`src/rtl/multi_cycle_ctrl.sv`:
```
// Multi-cycle CPU control unit: a Moore FSM that sequences the shared memory/ALU
// datapath, plus a retired-instruction counter and a sticky illegal-opcode flag.
module multi_cycle_ctrl #(
  parameter int CNT_W = 16
) (
  input  logic             clk,
  input  logic             rst,
  input  logic             en,
  input  logic [5:0]       op,
  output logic             PCWrite,
  output logic             PCWriteCond,
  output logic             IorD,
  output logic             MemRead,
  output logic             MemWrite,
  output logic             IRWrite,
  output logic             MemtoReg,
  output logic             RegDst,
  output logic             RegWrite,
  output logic             ALUSrcA,
  output logic [1:0]       ALUSrcB,
  output logic [1:0]       ALUOp,
  output logic [1:0]       PCSource,
  output logic [3:0]       state,
  output logic [CNT_W-1:0] instr_cnt,
  output logic             illegal
);

  typedef enum logic [3:0] {
    S_FETCH  = 4'd0,
    S_DECODE = 4'd1,
    S_MEMADR = 4'd2,
    S_MEMRD  = 4'd3,
    S_MEMWB  = 4'd4,
    S_MEMWR  = 4'd5,
    S_EXEC   = 4'd6,
    S_RWB    = 4'd7,
    S_BRANCH = 4'd8,
    S_JUMP   = 4'd9,
    S_ADDIEX = 4'd10,
    S_ADDIWB = 4'd11
  } state_t;

  localparam logic [5:0] OP_RTYPE = 6'b000000;
  localparam logic [5:0] OP_LW    = 6'b100011;
  localparam logic [5:0] OP_SW    = 6'b101011;
  localparam logic [5:0] OP_BEQ   = 6'b000100;
  localparam logic [5:0] OP_J     = 6'b000010;
  localparam logic [5:0] OP_ADDI  = 6'b001000;

  localparam logic [CNT_W-1:0] CNT_ONE = CNT_W'(1);

  state_t           state_q;
  logic [CNT_W-1:0] instr_cnt_q;
  logic             illegal_q;

  always_ff @(posedge clk) begin
    if (rst) begin
      state_q     <= S_FETCH;
      instr_cnt_q <= '0;
      illegal_q   <= 1'b0;
    end else if (en) begin
      case (state_q)
        S_FETCH:  state_q <= S_DECODE;
        S_DECODE: begin
          case (op)
            OP_RTYPE:     state_q <= S_EXEC;
            OP_LW, OP_SW: state_q <= S_MEMADR;
            OP_BEQ:       state_q <= S_BRANCH;
            OP_J:         state_q <= S_JUMP;
            OP_ADDI:      state_q <= S_ADDIEX;
            default: begin
              state_q   <= S_FETCH;
              illegal_q <= 1'b1;
            end
          endcase
        end
        // Only lw and sw can reach MEMADR, so anything other than sw is lw.
        S_MEMADR: state_q <= (op == OP_SW) ? S_MEMWR : S_MEMRD;
        S_MEMRD:  state_q <= S_MEMWB;
        S_EXEC:   state_q <= S_RWB;
        S_ADDIEX: state_q <= S_ADDIWB;
        S_MEMWB, S_MEMWR, S_RWB, S_BRANCH, S_JUMP, S_ADDIWB: begin
          state_q     <= S_FETCH;
          instr_cnt_q <= instr_cnt_q + CNT_ONE;
        end
        default:  state_q <= S_FETCH;
      endcase
    end
  end

  logic pc_write_d, pc_write_cond_d, mem_write_d, ir_write_d, reg_write_d;

  always_comb begin
    pc_write_d      = 1'b0;
    pc_write_cond_d = 1'b0;
    mem_write_d     = 1'b0;
    ir_write_d      = 1'b0;
    reg_write_d     = 1'b0;
    IorD            = 1'b0;
    MemRead         = 1'b0;
    MemtoReg        = 1'b0;
    RegDst          = 1'b0;
    ALUSrcA         = 1'b0;
    ALUSrcB         = 2'b00;
    ALUOp           = 2'b00;
    PCSource        = 2'b00;
    case (state_q)
      S_FETCH: begin
        MemRead    = 1'b1;
        ir_write_d = 1'b1;
        pc_write_d = 1'b1;
        ALUSrcB    = 2'b01;
      end
      S_DECODE: ALUSrcB = 2'b11;
      S_MEMADR, S_ADDIEX: begin
        ALUSrcA = 1'b1;
        ALUSrcB = 2'b10;
      end
      S_MEMRD: begin
        MemRead = 1'b1;
        IorD    = 1'b1;
      end
      S_MEMWB: begin
        reg_write_d = 1'b1;
        MemtoReg    = 1'b1;
      end
      S_MEMWR: begin
        mem_write_d = 1'b1;
        IorD        = 1'b1;
      end
      S_EXEC: begin
        ALUSrcA = 1'b1;
        ALUOp   = 2'b10;
      end
      S_RWB: begin
        reg_write_d = 1'b1;
        RegDst      = 1'b1;
      end
      S_BRANCH: begin
        ALUSrcA         = 1'b1;
        ALUOp           = 2'b01;
        pc_write_cond_d = 1'b1;
        PCSource        = 2'b01;
      end
      S_JUMP: begin
        pc_write_d = 1'b1;
        PCSource   = 2'b10;
      end
      S_ADDIWB: reg_write_d = 1'b1;
      default: ;
    endcase
  end

  // A frozen step must not disturb architectural state, so every strobe is gated.
  assign PCWrite     = pc_write_d & en;
  assign PCWriteCond = pc_write_cond_d & en;
  assign MemWrite    = mem_write_d & en;
  assign IRWrite     = ir_write_d & en;
  assign RegWrite    = reg_write_d & en;

  assign state     = state_q;
  assign instr_cnt = instr_cnt_q;
  assign illegal   = illegal_q;

endmodule
```
`config.mk`:
```
export PLATFORM = sky130hd
export DESIGN_NAME = multi_cycle_ctrl
export DESIGN_NICKNAME = d
export VERILOG_FILES = /design/src/rtl/multi_cycle_ctrl.sv
export SDC_FILE = /design/constraint.sdc
export NUM_CORES = 1
export LEC_CHECK = 0
export BUFFER_PORTS_ARGS = -buffer_cell sky130_fd_sc_hd__buf_2
export CAP_MARGIN = 10
export CELL_PAD_IN_SITES_DETAIL_PLACEMENT = 1
export CELL_PAD_IN_SITES_GLOBAL_PLACEMENT = 1
export CORE_ASPECT_RATIO = 1.75
export CORE_UTILIZATION = 31
export DETAILED_ROUTE_END_ITERATION = 8
export PLACE_DENSITY = 0.8
export SKIP_CTS_REPAIR_TIMING = 1
export SYNTH_ARGS = -nofsm -noshare
export SYNTH_HDL_FRONTEND = slang
export SYNTH_SLANG_ARGS = --single-unit
```
`constraint.sdc`:
```
create_clock -name clk -period 1.8 [get_ports clk]
set_clock_uncertainty 0.05 [all_clocks]
set_input_delay 0.09 -clock clk [delete_from_list [all_inputs] [get_ports clk]]
set_output_delay 0.09 -clock clk [all_outputs]
set_load 0.005 [all_outputs]
```
==> results.ini, run 1 <==
[run_status]
status = finished, final reports clean

[timing]
final-setup-viol-count = 0
post-route-period-util = 0.971
worstMarginPinSlew_ps = 414
hold_viol_final = 0
maxSlewHeadroom = 0.724
max_clock_freq_ghz = 0.572
report.final.slew_viol_count = 0
period_needed_ps = 1750
timing.setup.tns_ps = 0

[logic_synthesis]
ys.warnings.count = 0
syn-instance-count = 173
synth_top_area_share = 0.318
synthFlopType = dfxtp_1
yosys.area.top_type = dfxtp_1
synth_common_cells = dfxtp_1, a21oi_1, nor2_1
yosysMostFrequentCell = dfxtp_1
async_flop_share = 0
syn-num-nets = 183
ys_ff_latch = 21
synth_area_leaders = dfxtp_1, a21oi_1, o31ai_1
synth_edf_count = 0
yosysSeqAreaShare = 0.318
syn_avg_cell_area_sq_um = 7.63
synth_cell_type_count = 40
synth_area_sq_um = 1320

[grt]
grt_max_degree = 25
grt_util_all_layers = 0.177
antenna_found_initial = 0
grt_pass1_vias = 1433
grt_first_pass_wirelength_microns = 6280
overflow = 0

[die]
core-area_sq_um = 4110
fp.dieArea_sq_um = 4530
die_y_microns = 88.3
start_util = 0.321
die_w_microns = 51.3
row_count = 31
io-pin-count = 46

[worst_setup_path]
required_ps = 1950
slowest_stage = dfxtp_2
crit_path_max_fanout = 8
r2r_end = instr_cnt[4]
start_kind = flop
r2r_cells = 5
crit_start = state[3]
r2r_slack_ps = 50
crit_arrival_ps = 1900
cp.depth = 5
crit_family = simple AND/OR/NAND/NOR gates
r2r_start = state[3]
crit_path_end_kind = flop
crit_chain = xor2_2 -> nand4_1 -> buf_4 -> or3_1 -> a21oi_1
timing_worst_setup_path_type = reg -> reg
cp.buffers_inverters = 1
slowest_delay_ps = 350

[layout]
fill_cells = 530
fin_util = 0.427
fin_nets = 234
instances_no_fill = 272
drive_above_1_share = 0.327
diodes = 0
areaGrowthSynthToFinish_pct = 33.1

[placement]
io_buffers = 45
globalplace.congestion = 0.781
dp_hpwl_microns = 2890
dp.cells = 264

[clock_network]
cts_root_buf = clkbuf_8
cts.sinks = 21
htree_num_levels = 1
path_clk_slew_ps = 80
tritoncts = yes
cts.path.max_buffers = 2
numCtsBuffers = 3
clock_latency_ps = 270

[route]
wl_per_cell_microns = 14.4
dr.pass1.iters = 4
vias = 1535
final_antenna_net_count = 0
drtIter0Drc = 27
drc = 0
drt_wl_total_microns = 3910
viasPerCell = 5.64

[power_and_ir_drop]
combPwrFrac = 0.118
p_seq_frac = 0.525
powerDensity_nw_per_um2 = 510
ir_worst_vdd_mv = 0.420
p_sw_frac = 0.256
p_leak_nw = 0.752
switching_power_uw = 229
clkPwrFrac = 0.357
p_int_uw = 667

[hold_path]
min_from = op[4]
hold_depth = 3
hold_path_class = in -> reg
holdPathEnd = state[3]

[flow_run]
drv_cap = 0

[cell type report]
| class | count | area (sq um) | area share |
|---|---|---|---|
| multi-input combinational | 131 | 838 | 0.477 |
| sequential | 21 | 423 | 0.241 |
| timing repair buffer | 62 | 365 | 0.208 |
| tap | 49 | 61.3 | 0.0349 |
| clock buffer | 3 | 41.3 | 0.0235 |
| inverter | 5 | 22.5 | 0.0128 |
| clock inverter | 1 | 5.00 | 0.00285 |
[through the flow]
step / worst slack [ps] / power, mW / hold WS, ps / area (sq um)
3_5_place_dp: 42.0 / 0.585 / 401 / 1650
6_report: 52.2 / 0.896 / 110 / 1760
3_3_place_gp: 118 / 0.584 / 395 / 1650
2_1_floorplan: 62.6 / 0.538 / 118 / 1320
5_1_grt: -22.4 / 0.932 / 125 / 1760
4_1_cts: -14.0 / 0.892 / 114 / 1690
[cell usage in the layout (no fill, tap or decap), types with 2 or more instances in the layout]
cell type / instances
a211oi_1: 3
a21oi_1: 17
and3_1: 4
and4_1: 2
buf_2: 45
buf_4: 16
clkbuf_8: 3
dfxtp_1: 19
dfxtp_2: 2
inv_1: 4
maj3_1: 2
nand2_1: 9
nand2b_1: 2
nand3_1: 5
nand4_1: 6
nor2_1: 13
nor3_1: 10
o21ai_0: 10
o31ai_1: 8
o32a_1: 2
or3_1: 5
or4_1: 8
xor2_1: 5
[registers in the layout, indices dropped and copies added (netlist names)]
signal / count
illegal: 1
instr_cnt: 16
state: 4
[cells by family after synthesis]
group / synth area share
xor+xnor: 0.0464
simple gates: 0.296
buf+inv: 0.0682
flops: 0.318
compound gates: 0.239
mux: 0.00758
fa+ha+maj: 0.0246
[worst min-delay path, stage by stage]
cell and delay [ps]:
buf_2 120, or3_1 110, a21oi_1 60
[routing by layer]
layer / track usage / wire length, microns / up-vias
met5: 0 / 0 / -
met4: 0.0614 / 58 / 0
met3: 0.0120 / 133 / 5
met2: 0.352 / 2150 / 39
met1: 0.190 / 1570 / 740
li1: - / - / 751
[power groups by stage]
stage / Sequential, mW / Clock, mW / Combinational (mW)
after floorplan: 0.481 / 0 / 0.0569
after global placement: 0.482 / 0 / 0.102
after detailed placement: 0.482 / 0 / 0.104
after CTS: 0.471 / 0.317 / 0.104
after global routing: 0.472 / 0.343 / 0.118
final: 0.471 / 0.320 / 0.106
[worst max path at each step]
stage                   end  slack, ps
5_1_grt        instr_cnt[4]        -20
6_report       instr_cnt[4]         50
2_1_floorplan  instr_cnt[8]         60
3_3_place_gp   instr_cnt[4]        120
3_5_place_dp   instr_cnt[4]         40
4_1_cts        instr_cnt[4]        -10
(Power assumes the default switching activity.)
==> inputs of run 2 (changes only) <==
BUFFER_PORTS_ARGS = -buffer_cell sky130_fd_sc_hd__buf_4   (was -buffer_cell sky130_fd_sc_hd__buf_2)
CORE_MARGIN = 4   (was unset)
==> run 2 against run 1 <==
  * Die area is 19% higher
  * Global-route usage is 1.8 points lower
  * Combinational power is 18% higher
  * Critical path type is now reg -> out
  * Critical endpoint is now PCWriteCond
  * Design area is 9.2% higher
  * Final cell count is 0.74% higher
  * Core utilization is 3.9 points higher
  * Wire length is 9.8% higher
  * Clock power is 4% lower
  * Sequential share of layout area is 1.8 points lower
  * Sequential cell count stayed put
==> results.ini, run 2 (same netlist as run 1, synthesis figures left out) <==
[run_status]
status = finished, final reports clean

[layout]
areaGrowthSynthToFinish_pct = 45.3
layout_commonest_cell = buf_4
diodes = 0  ; unchanged
largest_reg_flops = 16  ; unchanged
fin_nets = 236  ; +0.85%
fin_util = 0.467  ; +0.0393
instances_no_fill = 274  ; +0.74%
mostFrequentLayoutCells = buf_4, a21oi_1, dfxtp_1, nor2_1
fill_cells = 516  ; -2.6%
drive_above_1_share = 0.369  ; +0.0415

[route]
dr.pass1.iters = 4  ; unchanged
drtIter0Drc = 38  ; +41%
viasPerCell = 5.65  ; about the same
vias = 1547  ; +0.78%
drc = 0  ; unchanged
final_antenna_net_count = 0  ; unchanged
drt_wl_total_microns = 4300  ; +9.8%
wl_per_cell_microns = 15.7  ; +9.0%

[worst_setup_path]
slowest_delay_ps = 370  ; +20 ps
timing_worst_setup_path_type = reg -> out
r2r_end = instr_cnt[15]
crit_path_end_kind = output port
crit_path_max_fanout = 12  ; +4
start_kind = flop
crit_chain = buf_6 -> clkinvlp_4 -> nor4_4 -> and2_1 -> buf_4
required_ps = 1660  ; -290 ps
r2r_start = state[3]
crit_arrival_ps = 1570  ; -330 ps
r2r_slack_ps = 100  ; +50 ps
r2r_cells = 6  ; +1
slowest_stage = dfxtp_2

[timing]
maxSlewHeadroom = 0.788  ; +0.0646
timing.setup.tns_ps = 0  ; unchanged
final-setup-viol-count = 0  ; unchanged
fin_ws_ps = 86.1  ; +33.9 ps
max_clock_freq_ghz = 0.583  ; +2.0%
hold_viol_final = 0  ; unchanged
period_needed_ps = 1710  ; -33.9 ps
worstMarginPinSlew_ps = 315  ; -99.3 ps
post-route-period-util = 0.952  ; -0.0188
holdWs_ps = 83.3  ; -26.4 ps
report.final.slew_viol_count = 0  ; unchanged

[grt]
antenna_found_initial = 0  ; unchanged
grt_pass1_vias = 1478  ; +3.1%
grt_first_pass_wirelength_microns = 7020  ; +12%
grt_max_degree = 25  ; unchanged
grt_util_all_layers = 0.159  ; -0.0178
top_usage_layer = met2
overflow = 0  ; unchanged
use_met3 = 0.0179  ; +0.00585
use_met1 = 0.168  ; -0.0223
met2_usage = 0.317  ; -0.0349

[power_and_ir_drop]
p_leak_nw = 0.775  ; +3.1%
powerDensity_nw_per_um2 = 471  ; -7.7%
p_seq_frac = 0.523  ; -0.002
clkPwrFrac = 0.338  ; -0.019
combPwrFrac = 0.139  ; +0.021
p_int_uw = 686  ; +3.0%
switching_power_uw = 217  ; -5.4%
p_sw_frac = 0.240  ; -0.0158
ir_worst_vdd_mv = 0.299  ; -29%

[clock_network]
clock_latency_ps = 260  ; about the same
cts.sinks = 21  ; unchanged
numCtsBuffers = 3  ; unchanged
path_clk_slew_ps = 80  ; about the same
cts_root_buf = clkbuf_8
htree_num_levels = 1  ; unchanged
tritoncts = yes
cts.path.max_buffers = 2  ; unchanged

[hold_path]
hold_path_class = in -> reg
min_from = op[4]
holdPathEnd = state[3]
hold_depth = 3  ; unchanged

[placement]
dp.cells = 266  ; +0.76%
place_ws_ps = 53.4  ; +11.4 ps
io_buffers = 45  ; unchanged
dp_hpwl_microns = 3190  ; +11%
globalplace.congestion = 0.753  ; -3.7%

[die]
fp.dieArea_sq_um = 5410  ; +19%
row_count = 31  ; unchanged
io-pin-count = 46  ; unchanged
die_y_microns = 94.3  ; +6.8%
core-area_sq_um = 4110  ; unchanged
die_w_microns = 57.3  ; +12%
start_util = 0.321  ; unchanged

[flow_run]
drv_cap = 0  ; unchanged

-- run 2: final cells by class --
cell class / count / area [sq um] / area share
sequential: 21 / 428 / 0.223
tap: 49 / 61.3 / 0.0320
clock buffer: 4 / 45.0 / 0.0235
multi-input combinational: 131 / 865 / 0.451
timing repair buffer: 64 / 497 / 0.259
inverter: 5 / 22.5 / 0.0117
-- run 2: power by group through the flow --
stage | sequential (mW) | clock [mW] | combinational, mW
after floorplan | 0.481 | 0 | 0.0569
after global routing | 0.473 | 0.332 | 0.138
after detailed placement | 0.483 | 0 | 0.120
final | 0.472 | 0.306 | 0.125
after CTS | 0.472 | 0.312 | 0.120
after global placement | 0.482 | 0 | 0.117
-- run 2: worst max-delay path by stage --
stage	to	cells past startpoint	slack (ps)	startpoint
2_1_floorplan	instr_cnt[8]	7	60	state[0]
3_3_place_gp	state[3]	5	110	state[3]
3_5_place_dp	instr_cnt[12]	4	50	state[3]
4_1_cts	PCWriteCond	5	-40	state[3]
5_1_grt	instr_cnt[8]	4	-20	state[3]
6_report	PCWriteCond	5	90	state[3]
-- run 2: per-layer routing --
metal	wire (microns)	up-vias
met1	1610	756
met4	23	0
met3	179	2
met5	0	-
met2	2480	30
li1	-	759
-- run 2: metrics by stage --
step | instance area (sq um) | power [mW]
2_1_floorplan | 1320 | 0.538
3_3_place_gp | 1770 | 0.600
3_5_place_dp | 1770 | 0.602
4_1_cts | 1820 | 0.904
5_1_grt | 1920 | 0.942
6_report | 1920 | 0.903
-- run 2: critical path, delay by kind of cell, from the launching register on --
kind / cells / cell delay, ps
flip-flops: 1 / 370
AND/OR/NAND/NOR: 2 / 520
buffers and inverters: 3 / 440
==> inputs of run 3 (changes only) <==
ABC_AREA = 1   (was unset)
CORE_MARGIN = unset   (was 4)
CORE_UTILIZATION = 30   (was 31)
HOLD_SLACK_MARGIN = 0.02   (was unset)
PLACE_DENSITY = 0.82   (was 0.8)
==> run 3 against run 2 <==
  * Sequential share of layout area rose by 0.41 points
  * Sequential power barely moved
  * Via count rose by 8.2%
  * Count of clock-buffer cells in the layout did not move
  * Design area fell by 3.5%
  * Non-clock buffer count fell by 17
  * Sequential cell count did not move
  * Maximum frequency rose by 3.0%
  * Synthesized cell count rose by 40%
  * Core utilization fell by 5.0 points
  * Hold slack got worse by 20 ps
  * Wire length fell by 1.4%
==> results.ini, run 3 <==
[clock_network]
tritoncts = yes
cts_root_buf = clkbuf_8
cts.sinks = 21  ; unchanged
clock_latency_ps = 260  ; about the same
path_clk_slew_ps = 80  ; about the same
cts.path.max_buffers = 2  ; unchanged
htree_num_levels = 1  ; unchanged
numCtsBuffers = 3  ; unchanged

[power_and_ir_drop]
ir_worst_vdd_mv = 0.308  ; +3.1%
p_total_uw = 895  ; -0.95%
p_leak_nw = 0.859  ; +11%
powerDensity_nw_per_um2 = 483  ; +2.7%

[die]
start_util = 0.317  ; -0.00405
die_y_microns = 92.7  ; -1.8%
row_count = 32  ; +3.2%
fp.dieArea_sq_um = 4980  ; -7.8%
core-area_sq_um = 4440  ; +8.1%
io-pin-count = 46  ; unchanged
die_w_microns = 53.8  ; -6.1%

[placement]
dp_hpwl_microns = 3480  ; +8.8%
io_buffers = 45  ; unchanged
post_dp_cell_area_sq_um = 1800  ; +1.7%
globalplace.congestion = 0.865  ; +15%

[logic_synthesis]
syn_avg_cell_area_sq_um = 5.80  ; -24%
yosys.area.top_type = dfxtp_1
yosysMostFrequentCell = nand2_1
yosysSeqAreaShare = 0.298  ; -0.0201
syn-instance-count = 243  ; +40%
syn-num-nets = 253  ; +38%
synth_cell_type_count = 24  ; -40%
synth_edf_count = 0  ; unchanged
async_flop_share = 0  ; unchanged
ys_ff_latch = 21  ; unchanged
synthFlopType = dfxtp_1
synth_top_area_share = 0.298  ; -0.0201
synth_area_leaders = dfxtp_1, nand2_1, nor2_1
synth_common_cells = nand2_1, nor2_1, inv_1
ys.warnings.count = 0  ; unchanged
synth_area_sq_um = 1410  ; +6.7%

[worst_setup_path]
crit_path_end_kind = output port
start_kind = flop
crit_arrival_ps = 1520  ; -50 ps
required_ps = 1660  ; about the same
timing_worst_setup_path_type = reg -> out
crit_path_max_fanout = 8  ; -4

[grt]
overflow = 0  ; unchanged
grt_pass1_vias = 1697  ; +15%
antenna_found_initial = 0  ; unchanged
grt_first_pass_wirelength_microns = 7090  ; +1.1%
grt_max_degree = 14  ; -44%
grt_util_all_layers = 0.190  ; +0.0307

[timing]
maxSlewHeadroom = 0.768  ; -0.0205
final-setup-viol-count = 0  ; unchanged
max_clock_freq_ghz = 0.601  ; +3.0%
post-route-period-util = 0.924  ; -0.0281
timing.setup.tns_ps = 0  ; unchanged
worstMarginPinSlew_ps = 346  ; +30.5 ps
hold_viol_final = 0  ; unchanged
period_needed_ps = 1660  ; -50.5 ps
report.final.slew_viol_count = 0  ; unchanged
rsz0062_at_grt = no

[route]
wl_per_cell_microns = 12.4  ; -21%
viasPerCell = 4.89  ; -13%
drc = 0  ; unchanged
drt_wl_total_microns = 4230  ; -1.4%
final_antenna_net_count = 0  ; unchanged
vias = 1674  ; +8.2%
dr.pass1.iters = 4  ; unchanged
drtIter0Drc = 17  ; -55%

[layout]
diodes = 0  ; unchanged
areaGrowthSynthToFinish_pct = 31.3
fill_cells = 627  ; +22%
largest_reg_flops = 16  ; unchanged
drive_above_1_share = 0.223  ; -0.146
finalInstanceArea_sq_um = 1850  ; -3.5%
layout_commonest_cell = nand2_1
mostFrequentLayoutCells = nand2_1, buf_4, nor2_1, inv_1, dfxtp_1
fin_nets = 302  ; +28%

[flow_run]
drv_cap = 0  ; unchanged

[run_status]
status = finished, final reports clean

[hold_path]
hold_path_class = in -> reg

==> run 3: report_power, final <==
part | internal (mW) | switching (mW)
sequential | 0.468 | 0.00308
clock | 0.158 | 0.163
combinational | 0.0430 | 0.0602
total | 0.669 | 0.226
==> run 3: worst max-delay path: stages, from the launching register on <==
cell and delay [ps]:
dfxtp_1 490, inv_1 100, nand2_1 150, nor2_1 90
or2_2 300, buf_4 140
==> run 3: kinds of logic (layout without fill, tap and decap cells) <==
kind of cell,Yosys count,after routing,synth area share
AND/OR/NAND/NOR,153,153,0.474
buffers and inverters,40,88,0.115
AO/OA/AOI/OAI,28,28,0.104
flip-flops,21,21,0.298
adder cells (fa/ha/maj),1,1,0.00888
==> run 3: cell type report <==
cell class | instances | area (sq um) | share of cell area
multi-input combinational | 182 | 830 | 0.448
tap | 51 | 63.8 | 0.0345
clock buffer | 4 | 45.0 | 0.0243
inverter | 37 | 139 | 0.0751
timing repair buffer | 47 | 353 | 0.191
sequential | 21 | 420 | 0.227
==> run 3: final timing paths <==
check / to / depth (start not counted) / startpoint / slack (ps)
hold reg to reg: illegal / 2 / illegal / 400
setup reg to reg: instr_cnt[13] / 8 / state[3] / 200
hold / removal: state[0] / 2 / rst / 60
setup / recovery: ALUSrcA / 5 / state[1] / 140
==> run 3: per-layer routing <==
layer / part of all wire / track usage
met1: 0.37 / 0.184
met2: 0.60 / 0.377
met3: 0.019 / 0.0164
met4: 0.018 / 0.0702
met5: 0 / 0
==> run 3: stage by stage <==
step            util  hold slack, ps  std cells  worst slack (ps)
2_1_floorplan      -             110        243               378
3_3_place_gp   0.406             344        338               268
6_report       0.416            62.9        342               137
4_1_cts        0.416            63.4        342               118
3_5_place_dp   0.406             352        338               228
5_1_grt        0.416            65.8        342              12.7
